$ cat src/rtl/ibex_irq_ctrl_pkg.sv
// ibex_irq_ctrl_pkg: interrupt source layout, cause encodings and controller state type.
package ibex_irq_ctrl_pkg;
  typedef struct packed {
    logic        irq_software;
    logic        irq_timer;
    logic        irq_external;
    logic [14:0] irq_fast;
  } irqs_t;
  typedef enum logic [1:0] {
    PRIV_LVL_U = 2'b00,
    PRIV_LVL_S = 2'b01,
    PRIV_LVL_H = 2'b10,
    PRIV_LVL_M = 2'b11
  } priv_lvl_e;
  typedef enum logic [5:0] {
    EXC_CAUSE_IRQ_SOFTWARE_M = {1'b1, 5'd3},
    EXC_CAUSE_IRQ_TIMER_M    = {1'b1, 5'd7},
    EXC_CAUSE_IRQ_EXTERNAL_M = {1'b1, 5'd11},
    EXC_CAUSE_IRQ_FAST_0     = {1'b1, 5'd16},
    EXC_CAUSE_IRQ_NM         = {1'b1, 5'd31}
  } exc_cause_e;
  typedef enum logic [1:0] {
    IRQ_IDLE = 2'd0,
    IRQ_REQ  = 2'd1,
    IRQ_NMI  = 2'd2
  } irq_ctrl_state_e;
  function automatic logic [5:0] irq_fast_cause(input logic [3:0] idx);
    return {1'b1, 5'd16 + {1'b0, idx}};
  endfunction
  // Returns the bit of v that backs a maskable cause; NMI and unknown causes map to 0.
  function automatic logic irq_cause_en(input irqs_t v, input logic [5:0] cause);
    return cause == EXC_CAUSE_IRQ_SOFTWARE_M ? v.irq_software :
           cause == EXC_CAUSE_IRQ_TIMER_M    ? v.irq_timer    :
           cause == EXC_CAUSE_IRQ_EXTERNAL_M ? v.irq_external :
           (cause[5:4] == 2'b11 && cause[3:0] != 4'hf) ? v.irq_fast[cause[3:0]] : 1'b0;
  endfunction
endpackage

$ cat src/rtl/ibex_irq_prio_enc.sv
// ibex_irq_prio_enc: picks the highest-priority interrupt (NMI, fast 0..14, ext, sw, timer).
module ibex_irq_prio_enc
  import ibex_irq_ctrl_pkg::*;
(
  input  logic [17:0] irqs_i,
  input  logic        nmi_i,
  output logic        valid_o,
  output logic [5:0]  cause_o
);
  irqs_t irqs;
  assign irqs    = irqs_i;
  assign valid_o = nmi_i | (|irqs_i);
  always_comb begin
    cause_o = irqs.irq_external ? EXC_CAUSE_IRQ_EXTERNAL_M :
              irqs.irq_software ? EXC_CAUSE_IRQ_SOFTWARE_M :
              irqs.irq_timer    ? EXC_CAUSE_IRQ_TIMER_M    : 6'h0;
    for (int i = 14; i >= 0; i--)
      if (irqs.irq_fast[i]) cause_o = irq_fast_cause(4'(i));
    if (nmi_i) cause_o = EXC_CAUSE_IRQ_NM;
  end
endmodule

$ cat src/rtl/ibex_irq_ctrl.sv
// ibex_irq_ctrl: registers interrupt sources, detects NMI and presents a held request/cause.
module ibex_irq_ctrl
  import ibex_irq_ctrl_pkg::*;
#(
  parameter bit NmiEdge = 1'b1
) (
  input  logic        clk_i,
  input  logic        rst_ni,
  input  logic [17:0] irqs_i,
  input  logic        irq_nm_i,
  input  logic [17:0] mie_i,
  input  logic        mstatus_mie_i,
  input  logic [1:0]  priv_lvl_i,
  input  logic        debug_mode_i,
  input  logic        irq_ack_i,
  input  logic        nmi_mret_i,
  output logic        irq_req_o,
  output logic [5:0]  irq_cause_o,
  output logic [17:0] mip_o,
  output logic        irq_wake_o,
  output logic        nmi_mode_o
);
  irq_ctrl_state_e state_q, state_d;
  irqs_t           mip_q, en;
  logic            nm_q, nmi_pend_q, nmi_pend_d, nmi_pend, nmi_ack;
  logic            req_q, req_d, global_en, cand_valid;
  logic [5:0]      cause_q, cause_d, cand_cause;
  assign global_en  = (mstatus_mie_i | (priv_lvl_i != PRIV_LVL_M)) & ~debug_mode_i;
  assign en         = mip_q & mie_i;
  assign nmi_pend   = NmiEdge ? nmi_pend_q : nm_q;
  assign nmi_ack    = irq_ack_i & (state_q == IRQ_REQ) & (cause_q == EXC_CAUSE_IRQ_NM);
  // A new edge in the acknowledging cycle must survive the clear.
  assign nmi_pend_d = (irq_nm_i & ~nm_q) | (nmi_pend_q & ~nmi_ack);
  ibex_irq_prio_enc u_prio_enc (
    .irqs_i  (global_en ? en : '0),
    .nmi_i   (nmi_pend & ~debug_mode_i),
    .valid_o (cand_valid),
    .cause_o (cand_cause)
  );
  always_comb begin
    state_d = state_q;
    req_d   = req_q;
    cause_d = cause_q;
    unique case (state_q)
      IRQ_IDLE: if (cand_valid) begin
        state_d = IRQ_REQ;
        req_d   = 1'b1;
        cause_d = cand_cause;
      end
      IRQ_REQ: if (irq_ack_i) begin
        state_d = cause_q == EXC_CAUSE_IRQ_NM ? IRQ_NMI : IRQ_IDLE;
        req_d   = 1'b0;
      end else if (cause_q != EXC_CAUSE_IRQ_NM && !(global_en && irq_cause_en(en, cause_q))) begin
        state_d = IRQ_IDLE;
        req_d   = 1'b0;
      end
      IRQ_NMI: state_d = nmi_mret_i ? IRQ_IDLE : IRQ_NMI;
      default: begin
        state_d = IRQ_IDLE;
        req_d   = 1'b0;
      end
    endcase
  end
  always_ff @(posedge clk_i or negedge rst_ni) begin
    if (!rst_ni) begin
      state_q    <= IRQ_IDLE;
      mip_q      <= '0;
      nm_q       <= 1'b0;
      nmi_pend_q <= 1'b0;
      req_q      <= 1'b0;
      cause_q    <= '0;
    end else begin
      state_q    <= state_d;
      mip_q      <= irqs_i;
      nm_q       <= irq_nm_i;
      nmi_pend_q <= nmi_pend_d;
      req_q      <= req_d;
      cause_q    <= cause_d;
    end
  end
  assign irq_req_o   = req_q;
  assign irq_cause_o = cause_q;
  assign mip_o       = mip_q;
  assign irq_wake_o  = (|en) | nmi_pend;
  assign nmi_mode_o  = state_q == IRQ_NMI;
  a_ack_in_req : assert property (@(posedge clk_i) disable iff (!rst_ni) irq_ack_i |-> state_q == IRQ_REQ);
endmodule

$ cat config.mk
export PLATFORM = sky130hd
export DESIGN_NAME = ibex_irq_ctrl
export DESIGN_NICKNAME = d
export VERILOG_FILES = /design/src/rtl/ibex_irq_ctrl_pkg.sv /design/src/rtl/ibex_irq_prio_enc.sv /design/src/rtl/ibex_irq_ctrl.sv
export SDC_FILE = /design/constraint.sdc
export NUM_CORES = 1
export LEC_CHECK = 0
export ABC_AREA = 1
export CAP_MARGIN = 15
export CORE_UTILIZATION = 41
export DETAILED_ROUTE_END_ITERATION = 10
export PLACE_DENSITY_LB_ADDON = 0.05
export SETUP_SLACK_MARGIN = 0.1
export SLEW_MARGIN = 20
export SYNTH_ARGS = -nofsm -noshare
export SYNTH_HDL_FRONTEND = slang
export SYNTH_SLANG_ARGS = --single-unit
$ cat constraint.sdc
create_clock -name clk_i -period 2.2 [get_ports clk_i]
set_input_delay 0.44 -clock clk_i [delete_from_list [all_inputs] [get_ports clk_i]]
set_output_delay 0.44 -clock clk_i [all_outputs]
set_load 0.03 [all_outputs]
# ---- Word-level counts from Yosys, hierarchy flattened
# Index checks and enable logic that the tools add are counted.
dict set report classes {
  bitwise_logic 15
  mux 36
  reduce_logical 10
  n_addsub 0
  multipliers 0
  div 0
  shifts 0
  eq_ne 12
  n_lt_le_gt_ge 1
}
# operator n
set op_table {}
lappend op_table {{2-to-1 mux 6 bit} 19}
lappend op_table {{OR reduction 18 bit} 2}
lappend op_table {{equality test 6 bit, second input constant} 4}
lappend op_table {{AND 18 bit} 1}
lappend op_table {{2-to-1 mux 18 bit} 1}
lappend op_table {{2-to-1 mux 2 bit} 5}
lappend op_table {{2-to-1 mux 1 bit} 8}
lappend op_table {{AND 1 bit} 6}
lappend op_table {{inequality test 6 bit, second input constant} 1}
lappend op_table {{one-hot mux 2 bit (3 select lines)} 1}
lappend op_table {{< comparator 4 x 5 -> 1 bit, second input constant} 1}
lappend op_table {{binary-select mux 1 bit (select 4 bit)} 1}
lappend op_table {{equality test 2 bit, second input constant} 2}
lappend op_table {{inequality test 2 bit, second input constant} 2}
lappend op_table {{inequality test 4 bit, second input constant} 1}
lappend op_table {{inverter 1 bit} 4}
lappend op_table {{OR 1 bit} 4}
lappend op_table {{AND reduction 2 bit} 2}
lappend op_table {{logical AND 1 bit} 3}
lappend op_table {{inequality test 3 x 2 -> 1 bit, second input constant} 1}
lappend op_table {{one-hot mux 1 bit (3 select lines)} 1}
lappend op_table {{AND reduction 3 bit} 1}
lappend op_table {{equality test 2 x 1 -> 1 bit, second input constant} 1}
lappend op_table {{logical NOT 2 bit} 1}
lappend op_table {{logical NOT 1 bit} 1}
dict set report totals {
  ff_bits 29
  mem_bits_ro 0
  latch_bits 0
  mem_count 0
  wordCells 83
  ram_bits 0
}

# ---- Logic depth before layout (Yosys ltp)
dict set report logic_depth {
  ltp_word 23
  mapped_depth 20
  ltp_nobuf 19
}

# ---- Hierarchy
# Synthesis repeated with hierarchy kept, for this count alone.
dict set report unflattened {
  hier_cells 231
  area_unflattened_um2 1595.3
}
# module cells_per_inst seq_area_each_um2 n_inst area_per_inst_um2
set modules_own_cells {}
lappend modules_own_cells {ibex_irq_ctrl 168 725.7 1 1320.0}
lappend modules_own_cells {ibex_irq_prio_enc 63 0.0 1 275.3}

# ---- Least setup slack after synthesis
# No wires, ideal clock.
dict set report synth_timing {
  path_type {register to register}
  start {register cause_q[0] (netlist: irq_cause_o[0])}
  end {register req_q (netlist: irq_req_o)}
  arrival_time_ps 1726
  path_slack_ps 408
  period_less_slack_ps 1792
  stages_incl_launch_ff 14
  required_ps 2134
  setup_time_ps 66
  path_buffers 1
  path_cell_list {dfrtp_1 clkbuf_1 inv_1 o21ai_0 o211ai_1 nand3_1 nand3_1 o211ai_1 nand3_1 nand2_1 nand2_1 nand2_1 nand2_1 nand2_1}
}
dict set report synth_between {
  elab_chain_cells 11
}
# element line_no
set synth_rtl {}
lappend synth_rtl {{from (decl)} ibex_irq_ctrl.sv:27} ;# logic [5:0] cause_q, cause_d, cand_cause;
lappend synth_rtl {{from (signal assigned)} ibex_irq_ctrl.sv:78} ;# cause_q <= cause_d;
lappend synth_rtl {{binary-select mux 1 bit (select 4 bit) or inequality test 4 bit (tied branches)} ibex_irq_ctrl_pkg.sv:35} ;# (cause[5:4] == 2'b11 && cause[3:0] != 4'hf) ? v.irq_fast[cause[3:0]] : 1'b0;
lappend synth_rtl {{2-to-1 mux 1 bit (implied by the code) or logical AND 1 bit (tied branches)} ibex_irq_ctrl_pkg.sv:35}
lappend synth_rtl {{2-to-1 mux 1 bit} ibex_irq_ctrl_pkg.sv:35}
lappend synth_rtl {{2-to-1 mux 1 bit} ibex_irq_ctrl_pkg.sv:34} ;# cause == EXC_CAUSE_IRQ_EXTERNAL_M ? v.irq_external :
lappend synth_rtl {{2-to-1 mux 1 bit} ibex_irq_ctrl_pkg.sv:33} ;# cause == EXC_CAUSE_IRQ_TIMER_M ? v.irq_timer :
lappend synth_rtl {{2-to-1 mux 1 bit} ibex_irq_ctrl_pkg.sv:32} ;# return cause == EXC_CAUSE_IRQ_SOFTWARE_M ? v.irq_software :
lappend synth_rtl {{logical AND 1 bit} ibex_irq_ctrl.sv:53} ;# end else if (cause_q != EXC_CAUSE_IRQ_NM && !(global_en && irq_cause_en(en, cause_q))) begin
lappend synth_rtl {{logical NOT 1 bit} ibex_irq_ctrl.sv:53}
lappend synth_rtl {{logical AND 1 bit *} ibex_irq_ctrl.sv:53}
lappend synth_rtl {{inequality test 3 x 2 -> 1 bit (no line) *} --}
lappend synth_rtl {{AND reduction 3 bit (no line) *} --}
lappend synth_rtl {{to (signal assigned)} ibex_irq_ctrl.sv:77} ;# req_q <= req_d;
lappend synth_rtl {{to (decl)} ibex_irq_ctrl.sv:26} ;# logic req_q, req_d, global_en, cand_valid;
# Mark *: on every way between the ends. The rest lies on a longest branch, timed or not. The select of a mux whose other input is x is not followed.
# A chain may end at the register's enable or synchronous reset.

# ---- Final worst setup path
dict set report layout_timing {
  start {input port priv_lvl_i[0]}
  end {register cause_q[0] (netlist: irq_cause_o[0])}
}
dict set report layout_between {
  elab_chain_cells 23
}
# element line_no
set layout_rtl {}
lappend layout_rtl {{from (decl)} ibex_irq_ctrl.sv:13} ;# input logic [1:0] priv_lvl_i,
lappend layout_rtl {{inequality test 2 bit *} ibex_irq_ctrl.sv:28} ;# assign global_en = (mstatus_mie_i | (priv_lvl_i != PRIV_LVL_M)) & ~debug_mode_i;
lappend layout_rtl {{OR 1 bit *} ibex_irq_ctrl.sv:28}
lappend layout_rtl {{AND 1 bit *} ibex_irq_ctrl.sv:28}
lappend layout_rtl {{2-to-1 mux 18 bit *} ibex_irq_ctrl.sv:35} ;# .irqs_i (global_en ? en : '0),
lappend layout_rtl {{2-to-1 mux 6 bit} ibex_irq_prio_enc.sv:16} ;# irqs.irq_timer ? EXC_CAUSE_IRQ_TIMER_M : 6'h0;
lappend layout_rtl {{2-to-1 mux 6 bit} ibex_irq_prio_enc.sv:15} ;# irqs.irq_software ? EXC_CAUSE_IRQ_SOFTWARE_M :
lappend layout_rtl {{2-to-1 mux 6 bit} ibex_irq_prio_enc.sv:14} ;# cause_o = irqs.irq_external ? EXC_CAUSE_IRQ_EXTERNAL_M :
lappend layout_rtl {{2-to-1 mux 6 bit (15 in a row)} ibex_irq_prio_enc.sv:18} ;# if (irqs.irq_fast[i]) cause_o = irq_fast_cause(4'(i));
lappend layout_rtl {{2-to-1 mux 6 bit} ibex_irq_prio_enc.sv:19} ;# if (nmi_i) cause_o = EXC_CAUSE_IRQ_NM;
# Mark *: on every way between the ends. The rest lies on a longest branch, timed or not.

==> impl_metrics.env <==
export IMPL_ys_ff_latch=29
export IMPL_critPathKind="input port to flip-flop"
export IMPL_drive_gt1_share_pct=24.61
export IMPL_routedWlPerCell_um=13.19
export IMPL_dp_final_hpwl_mm=3.408
export IMPL_place_area_um2=2532
export IMPL_crit_required_ns=2.37
export IMPL_p_int_mw=1.321
export IMPL_nNetsFinal=366
export IMPL_reg2reg_depth=20
export IMPL_hold_path_class="flip-flop to flip-flop"
export IMPL_cp_start_kind="input port"
export IMPL_clock_path_buffers=2
export IMPL_p_leak_nw=1.453
export IMPL_gp_congestion=0.8897
export IMPL_io_buffer_count=71
export IMPL_hold_viol_final=0
export IMPL_synth_top_area_share_pct=47.00
export IMPL_antenna_left=0
export IMPL_fin_area_um2=2803
export IMPL_die_width_um=63.37
export IMPL_grt_pass1_wl_mm=7.700
export IMPL_synth_fa_ha_area_share_pct=0
export IMPL_yosysSeqAreaShare_pct=47.00
export IMPL_fin_tns_setup_ns=0
export IMPL_max_freq_mhz=498.9
export IMPL_tightest_slew_ns=0.3495
export IMPL_synth_top_family_by_area="simple AND/OR/NAND/NOR gates"
export IMPL_grt_start_max_net_pins=30
export IMPL_setup_viol=0
export IMPL_synthSimpleGateAreaFrac_pct=35.25
export IMPL_status="complete, no violations"
export IMPL_yosysWarnings=0
export IMPL_ys_types=27
export IMPL_pwr_share_comb_pct=47.3
export IMPL_cts_htree_levels=2
export IMPL_power_switching_uw=890.1
export IMPL_clkSinkCount=29
export IMPL_design_die_area_um2=4015
export IMPL_vias=1854
export IMPL_cts_buffers=5
export IMPL_slew_headroom_pct=76.70
export IMPL_rows=21
export IMPL_power_total_mw=2.211
export IMPL_power_frac_clock_pct=19.6
export IMPL_synth_compound_area_share_pct=10.37
export IMPL_cts_root_buffer="clkbuf_8"
export IMPL_detail_route_drc_violations=0
export IMPL_ir_drop_v=0.0005075
export IMPL_track_usage_pct=24.86
export IMPL_wl_mm=4.839
export IMPL_switching_share_pct=40.26
export IMPL_num_antenna_cells=0
export IMPL_clk_pin_slew_worst_paths_ns=0.06
export IMPL_finalCritPeriodShare_pct=91.11
export IMPL_crit_fanout=5
export IMPL_synth_xor_area_share_pct=0
export IMPL_die_height_um=63.37
export IMPL_n_fill_cell=247
export IMPL_period_minus_slack_ns=2.004
export IMPL_cp_arrival_ns=2.17
export IMPL_holdPathStages=1
export IMPL_drt_first_iter_violations=102
export IMPL_final_setup_skew_ns=0.004542
export IMPL_finish_utilization_pct=80.81
export IMPL_synth_area_leaders="dfrtp_1, nand2_1, nor2_1"
export IMPL_cts_tree="yes"
export IMPL_postCtsHoldBufs=0
export IMPL_dpl_cell_count=349
export IMPL_crit_path_end_kind="flip-flop"
export IMPL_power_density_nw_per_um2=788.9
export IMPL_areaGrowthSynthToFinish_pct=81.52
export IMPL_core_area_um2=3468
export IMPL_drt_pre_antenna_iters=4
export IMPL_cap_viol_max_count=0
export IMPL_finalNonFillerCells=367
export IMPL_grt_ovfl_total=0
export IMPL_syn_area_um2=1544
export IMPL_power_frac_seq_pct=33.1
export IMPL_yosys_area_top_type="dfrtp_1"
export IMPL_antenna_found_initial=0
export IMPL_rsz0062_at_grt="false"
export IMPL_avgSynthCellArea_um2=7.606
export IMPL_grt_pass1_vias=1825
export IMPL_syn_num_nets=248
export IMPL_initial_utilization_pct=44.52
export IMPL_vias_per_cell=5.052
export IMPL_clkLatencyLatePin_ns=0.28
export IMPL_ioPinCount=72
export IMPL_syn_instance_count=203
export IMPL_maxSlewViolCount=0
export IMPL_synth_mux_area_share_pct=0
==> sequential cells by signal, summed over array words and instances (netlist names) <==
name	flops
irq_cause_o	6
nmi_pend	1
nm_q	1
state_q	2
irq_req_o	1
mip_o	18
==> synthesized netlist by cell type <==
| cell | count |
|---|---|
| a211o_1 | 1 |
| a21oi_1 | 5 |
| a22oi_1 | 3 |
| a311oi_1 | 1 |
| a31oi_1 | 1 |
| buf_2 | 1 |
| buf_6 | 1 |
| clkbuf_1 | 1 |
| dfrtp_1 | 29 |
| inv_1 | 21 |
| inv_2 | 4 |
| nand2_1 | 57 |
| nand2_4 | 1 |
| nand3_1 | 17 |
| nand3_2 | 1 |
| nand4_1 | 8 |
| nor2_1 | 28 |
| nor2_2 | 3 |
| nor3_1 | 1 |
| nor3_2 | 1 |
| nor3b_1 | 1 |
| nor4_1 | 1 |
| nor4_4 | 1 |
| o211ai_1 | 4 |
| o21ai_0 | 9 |
| o21bai_1 | 1 |
| o22ai_1 | 1 |
==> kinds of logic after synthesis <==
logic type	Yosys count
buf+inv	28
simple gates	120
compound gates	26
flops	29
==> layout by cell type, fill, tap and decap left out, drive strengths merged, types with 4 or more instances in the layout <==
| master | n |
|---|---|
| a21oi | 5 |
| buf | 43 |
| clkbuf | 7 |
| clkdlybuf4s50 | 48 |
| dfrtp | 29 |
| dlygate4sd2 | 9 |
| dlymetal6s2s | 13 |
| inv | 25 |
| nand2 | 58 |
| nand3 | 18 |
| nand4 | 8 |
| nor2 | 31 |
| o211ai | 4 |
| o21ai | 9 |
==> layout make-up <==
class                   instances  area, µm²  area share (%)
repair buffers                113       1056           37.68
flip-flops and latches         29      725.7           25.89
repair inverters                1      7.507          0.2679
clock buffers                   7      86.33           3.080
inverters                      25      93.84           3.348
well taps                      46      57.56           2.054
multi-input cells             146      775.7           27.68
==> repair_timing <==
item | 4_1_cts | 5_1_grt
pin swaps | 26 | 26
setup buffers | 6 | 4
cloned | 1 | 0
endpoints found under the setup margin | 9 | 10
resized for setup | 29 | 24
==> through the flow <==
stage	worst slack, ns	hold slack, ns
2_1_floorplan	0.4076	0.1444
3_3_place_gp	-0.4057	0.4140
3_5_place_dp	-0.4645	0.4289
4_1_cts	0.08377	0.4355
5_1_grt	0.05511	0.4467
6_report	0.1956	0.4323
==> per-layer routing <==
layer	global-route usage, %	part of all wire, %	vias up
li1	-	-	902
met5	0	0	-
met1	29.64	39	861
met4	10.51	2.2	0
met2	42.55	52	80
met3	5.616	6.5	11
==> path summary, 6_finish.rpt <==
kind	start	end	slack (ns)
min reg2reg	nm_q	nmi_pend	0.43
max in group asynchronous	rst_ni	mip_o[17]	1.39
max	priv_lvl_i[0]	irq_cause_o[0]	0.20
max reg2reg	mip_o[15]	irq_cause_o[0]	0.36
min	nm_q	nmi_pend	0.43
min in group asynchronous	rst_ni	irq_cause_o[4]	0.54
==> critical path: stages <==
cell,delay [ns]
dlygate4sd2_1,0.23
nand2_1,0.07
nor2_2,0.05
nor2_4,0.15
clkinvlp_4,0.21
nor2_1,0.12
inv_1,0.09
buf_6,0.13
nand2_2,0.05
nand2_1,0.05
nand2_1,0.06
nand2_1,0.05
nand2_1,0.06
nand2_1,0.05
nand2_1,0.05
nand2_1,0.05
nand2_1,0.06
nand2_1,0.05
nand2_1,0.10
a21oi_2,0.06
==> power groups by stage <==
| stage | clock network [mW] | registers, mW | logic (mW) |
|---|---|---|---|
| 2_1_floorplan | 0 | 0.829 | 0.473 |
| 3_3_place_gp | 0 | 0.731 | 0.980 |
| 3_5_place_dp | 0 | 0.735 | 0.989 |
| 4_1_cts | 0.439 | 0.727 | 1.02 |
| 5_1_grt | 0.465 | 0.743 | 1.16 |
| 6_report | 0.433 | 0.731 | 1.05 |
Power figures use the tool's default switching activity.
